**config.mk**
```make
export PLATFORM = sky130hd
export DESIGN_NAME = edge_debounce_mc
export DESIGN_NICKNAME = d
export VERILOG_FILES = /design/src/rtl/edge_debounce_mc_pkg.sv /design/src/rtl/edge_debounce_ch.sv /design/src/rtl/edge_debounce_mc.sv
export SDC_FILE = /design/constraint.sdc
export NUM_CORES = 1
export LEC_CHECK = 0
export CAP_MARGIN = 15
export CORE_ASPECT_RATIO = 1.25
export CORE_UTILIZATION = 35
export CTS_CLUSTER_DIAMETER = 30
export DETAILED_ROUTE_END_ITERATION = 10
export DONT_BUFFER_PORTS = 1
export HOLD_SLACK_MARGIN = 0.02
export SYNTH_ARGS = -nofsm -noshare
export SYNTH_HDL_FRONTEND = slang
export SYNTH_SLANG_ARGS = --single-unit
```
**constraint.sdc**
```tcl
create_clock -name clk -period 3.65 [get_ports clk]
set_input_delay 0.73 -clock clk [delete_from_list [all_inputs] [get_ports clk]]
set_output_delay 0.73 -clock clk [all_outputs]
set_load 0.02 [all_outputs]
```
**src/rtl/edge_debounce_mc_pkg.sv**
```systemverilog
// Shared types, defaults and helpers for the multi-channel debounced
// edge detector.
package edge_debounce_mc_pkg;

    // Default parameter values used by the top level.
    localparam int CH_DEF     = 4;
    localparam int DB_CNT_DEF = 16;
    localparam int TOT_W_DEF  = 16;

    // Per-channel event decided by the debounce logic for the next cycle.
    typedef enum logic [1:0] {
        EV_NONE = 2'd0,
        EV_RISE = 2'd1,
        EV_FALL = 2'd2
    } ch_evt_e;

    // Counter width helper: max(1, $clog2(n)).
    function automatic int cnt_width(input int n);
        int w;
        w = $clog2(n);
        return (w < 1) ? 1 : w;
    endfunction

endpackage

```
**src/rtl/edge_debounce_ch.sv**
```systemverilog
// One debounce channel: two-flop synchroniser, stability counter and
// registered filtered level with one-cycle rise/fall pulses.
//
// Ports:
//   clk   - system clock, posedge
//   rst_n - synchronous active-low reset
//   en    - debounce enable; low clears the count and holds lvl
//   din   - raw asynchronous input
//   lvl   - debounced level
//   rise  - one-cycle pulse when lvl goes 0->1
//   fall  - one-cycle pulse when lvl goes 1->0
module edge_debounce_ch
    import edge_debounce_mc_pkg::*;
#(
    parameter int DB_CNT = DB_CNT_DEF
) (
    input  logic clk,
    input  logic rst_n,
    input  logic en,
    input  logic din,
    output logic lvl,
    output logic rise,
    output logic fall
);

    localparam int CW = cnt_width(DB_CNT);
    localparam logic [CW-1:0] CNT_MAX = CW'(DB_CNT - 1);

    logic          s1;
    logic          s2;
    logic [CW-1:0] cnt;
    logic [CW-1:0] cnt_d;
    logic          lvl_d;
    ch_evt_e       evt;

    // Next-state decision. Only the second synchroniser stage is
    // ever looked at; s1 may be metastable.
    always_comb begin
        cnt_d = cnt;
        lvl_d = lvl;
        evt   = EV_NONE;
        if (!en) begin
            cnt_d = '0;
        end else if (s2 == lvl) begin
            // Any return to the current level restarts the count.
            cnt_d = '0;
        end else if (cnt == CNT_MAX) begin
            // DB_CNT consecutive differing cycles: accept new level.
            cnt_d = '0;
            lvl_d = s2;
            evt   = s2 ? EV_RISE : EV_FALL;
        end else begin
            cnt_d = cnt + 1'b1;
        end
    end

    always_ff @(posedge clk) begin
        if (!rst_n) begin
            s1   <= 1'b0;
            s2   <= 1'b0;
            cnt  <= '0;
            lvl  <= 1'b0;
            rise <= 1'b0;
            fall <= 1'b0;
        end else begin
            s1   <= din;
            s2   <= s1;
            cnt  <= cnt_d;
            lvl  <= lvl_d;
            rise <= (evt == EV_RISE);
            fall <= (evt == EV_FALL);
        end
    end

endmodule

```
**src/rtl/edge_debounce_mc.sv**
```systemverilog
// Multi-channel debounced edge detector with a saturating aggregate
// edge counter fed by the registered rise/fall pulses.
//
// Ports:
//   clk        - system clock, posedge
//   rst_n      - synchronous active-low reset
//   en         - debounce enable for all channels
//   din        - CH raw asynchronous inputs
//   clr        - synchronous clear of edge_total (wins over pulses)
//   lvl        - CH debounced levels
//   rise       - CH one-cycle rising-edge pulses
//   fall       - CH one-cycle falling-edge pulses
//   edge_total - saturating count of all rise+fall pulses
module edge_debounce_mc
    import edge_debounce_mc_pkg::*;
#(
    parameter int CH     = CH_DEF,
    parameter int DB_CNT = DB_CNT_DEF,
    parameter int TOT_W  = TOT_W_DEF
) (
    input  logic             clk,
    input  logic             rst_n,
    input  logic             en,
    input  logic [CH-1:0]    din,
    input  logic             clr,
    output logic [CH-1:0]    lvl,
    output logic [CH-1:0]    rise,
    output logic [CH-1:0]    fall,
    output logic [TOT_W-1:0] edge_total
);

    // Popcount width: enough to hold the value CH.
    localparam int PW = cnt_width(CH + 1);

    logic [CH-1:0]    hits;
    logic [PW-1:0]    n;
    logic [TOT_W:0]   sum;
    logic [TOT_W-1:0] total_d;

    for (genvar i = 0; i < CH; i++) begin : g_ch
        edge_debounce_ch #(
            .DB_CNT (DB_CNT)
        ) u_ch (
            .clk   (clk),
            .rst_n (rst_n),
            .en    (en),
            .din   (din[i]),
            .lvl   (lvl[i]),
            .rise  (rise[i]),
            .fall  (fall[i])
        );
    end

    assign hits = rise | fall;

    always_comb begin
        n = '0;
        for (int i = 0; i < CH; i++) begin
            n = n + PW'(hits[i]);
        end
    end

    // One extra bit of headroom so the add cannot wrap before the
    // saturation test.
    always_comb begin
        sum     = {1'b0, edge_total} + (TOT_W + 1)'(n);
        total_d = sum[TOT_W] ? {TOT_W{1'b1}} : sum[TOT_W-1:0];
    end

    always_ff @(posedge clk) begin
        if (!rst_n) begin
            edge_total <= '0;
        end else if (clr) begin
            edge_total <= '0;
        end else begin
            edge_total <= total_d;
        end
    end

endmodule
```
==> impl_metrics.tcl <==
set metrics [dict create \
    status "completed" \
    via_per_inst 4.89 \
    ant_nets 0 \
    critPathBufInv 2 \
    synth.area.mux_share 0.00451 \
    diodes 0 \
    seqPwrFrac 0.628 \
    rsz0062_at_grt "false" \
    area_growth_pct 2.87 \
    clk_latency_ps 310 \
    wl_per_cell_um 12.8 \
    synth_cell_types 39 \
    synth_simple_gate_area_frac 0.231 \
    grt_usage 0.129 \
    portBuffers 0 \
    ys.flop_type "dfxtp_1" \
    netlist_area_um2 2220 \
    synth_edf_count 0 \
    drtIter0Drc 93 \
    fin_ws_ps 758 \
    grt_max_degree 18 \
    hpwlAfterDp_um 2850 \
    start_util 0.360 \
    crit_type "register to register" \
    place.gp.congestion 0.758 \
    worst_pin_slew_ps 645 \
    yosysWarnings 0 \
    ys_ff_latch 52 \
    crit_top_cell "fa_1" \
    synth_seq_area_share 0.469 \
    setup_viol 0 \
    io_pins 36 \
    synthAdderAreaFrac 0.0552 \
    ctsLongestPathBuffers 2 \
    critPathMaxStageDelay_ps 510 \
    comb_power_share 0.013 \
    die_x_um 73.2 \
    grt_pass1_vias 1477 \
    instances_no_fill 307 \
    synth_top_family_by_area "simple AND/OR/NAND/NOR gates" \
    crit_path_end_kind "register" \
    clock.fmax_mhz 346 \
    num_rows 32 \
    cts-resized-gates 0 \
    synth_compound_area_frac 0.0902 \
    cts_buffers 5 \
    clk_pin_slew_ps 90 \
    power_frac_clock 0.359 \
    core-area_um2 6170 \
    cp_data_required_time_ps 3880 \
    rrSetupSlack_ps 760 \
    cp_top_family "adder cells" \
    tns_ps 0 \
    postSynthCellCount 233 \
    slowest_stage "fa_1" \
    dpl.cell_count 299 \
    syn-num-nets 249 \
    skew_ps 5.65 \
    antenna_found_initial 0 \
    cp_cell_sequence "inv_1 -> fa_1 -> fa_1 -> inv_1 -> fa_1 -> and3_4 -> nand2_1 -> or3_4 -> a31oi_1" \
    arrival_ps 3120 \
    worstPathMaxFanout 12 \
    ctsHoldBuffers 0 \
    cts-root-buf "clkbuf_8" \
    finish.net_count 237 \
    fin_crit_sh 0.792 \
    vdd_drop_max_mv 0.243 \
    clock-sinks 52 \
    hold_path.class "register to register" \
    num_vias 1501 \
    slew_headroom 0.570 \
    finalMaxSlewViolations 0 \
    place_ws_ps 764 \
    hold_ws_ps 438 \
    cts_tree "built" \
    finalWirelength_um 3920 \
    place_area_um2 2190 \
    switching_share 0.219 \
    leakage_nw 0.807 \
    drc 0 \
    finalHoldViolations 0 \
    grt_overflow 0 \
    htree_levels 2 \
    grt_pass1_wl_um 6630 \
    synthArstFlopShare 0 \
    drv_cap 0 \
    p_per_area_nw_per_um2 401 \
    p_int_w 0.000715 \
    die_h_um 91.0 \
    drive_gt1_frac 0.0946 \
    crit_path_start_kind "register" \
    design_area_um2 2280 \
    finalWorstPathRequiredPeriod_ps 2890 \
    synth_xor_xnor_area_share 0.0750 \
    switchingPower_w 0.000200 \
    die_area_um2 6670 \
    post-cts-setup-buffers 0 \
    firstDrtPassIters 4 \
    syn_avg_cell_area_um2 9.53 \
]
[path summary, 6_finish.rpt]
check	start	endpoint	cells after the start
min	g_ch[2].u_ch.s1	g_ch[2].u_ch.s2	1
max	edge_total[0]	edge_total[11]	9
min reg2reg	g_ch[2].u_ch.s1	g_ch[2].u_ch.s2	1
max reg2reg	edge_total[0]	edge_total[11]	9
[layer usage]
layer / vias up / GRT usage / wire, um
met3: 6 / 0.0499 / 327
met1: 707 / 0.140 / 1600
met5: - / 0 / 0
li1: 748 / - / -
met4: 0 / 0.0490 / 62
met2: 40 / 0.221 / 1920
[per-stage QoR]
step,power [W],util
floorplan,0.000601,-
global placement,0.000600,0.356
detailed placement,0.000600,0.356
CTS,0.000937,0.370
global route,0.000958,0.370
finish,0.000915,0.370
[power by group through the flow]
stage / logic, W / registers, W / clock network, W
floorplan: 0.0000137 / 0.000587 / 0
global placement: 0.0000123 / 0.000588 / 0
detailed placement: 0.0000124 / 0.000588 / 0
CTS: 0.0000124 / 0.000575 / 0.000350
global route: 0.0000138 / 0.000576 / 0.000369
finish: 0.0000122 / 0.000575 / 0.000328
[registers in the layout, indices dropped and copies added (netlist names)]
signal and cells:
g_ch.u_ch.cnt 16, g_ch.u_ch.s1 4, g_ch.u_ch.s2 4, g_ch.u_ch.rise 4, g_ch.u_ch.fall 4, edge_total 16, g_ch.u_ch.lvl 4
[synth_stat cells (all sizes together), types with 6 or more instances]
master	number	area (um2)
a21oi	10	53.8
and2	9	56.3
and3	9	63.8
buf	16	119
dfxtp	52	1040
inv	9	33.8
nand2	22	82.6
nand3	12	60.1
nor2	21	78.8
nor3b	8	60.1
xnor2	6	52.6
xor2	13	114
[cell type report]
cell class	count	area, um2
multi-input cells	153	1010
clock inverters	3	22.5
well taps	85	106
fillers	647	3880
clock buffers	5	68.8
flip-flops and latches	52	1040
inverters	9	33.8
[logic make-up after synthesis]
logic type                 count (synthesis)
AOI/OAI and AO/OA                         29
buffers and inverters                     28
and+or+nand+nor                           96
adders and majority gates                  8
xor gates and xnor gates                  19
muxes                                      1
DFF                                       52
[layout by cell type, fill, tap and decap left out, types with 2 or more instances in the layout]
| master | n |
|---|---|
| ha_1 | 5 |
| clkbuf_8 | 5 |
| xor2_1 | 13 |
| a31oi_1 | 5 |
| nor2_1 | 21 |
| a211oi_1 | 2 |
| and2_1 | 9 |
| fa_1 | 3 |
| xnor2_1 | 6 |
| and3_1 | 6 |
| nor3b_1 | 8 |
| nand2_1 | 22 |
| a21boi_0 | 4 |
| or2_2 | 4 |
| and3_2 | 2 |
| a21oi_1 | 9 |
| or3_1 | 2 |
| nand3_1 | 12 |
| and4_1 | 2 |
| o21ai_0 | 4 |
| dfxtp_1 | 52 |
| and4_2 | 2 |
| inv_1 | 9 |
Note: power is estimated with default switching activity, not from simulation.
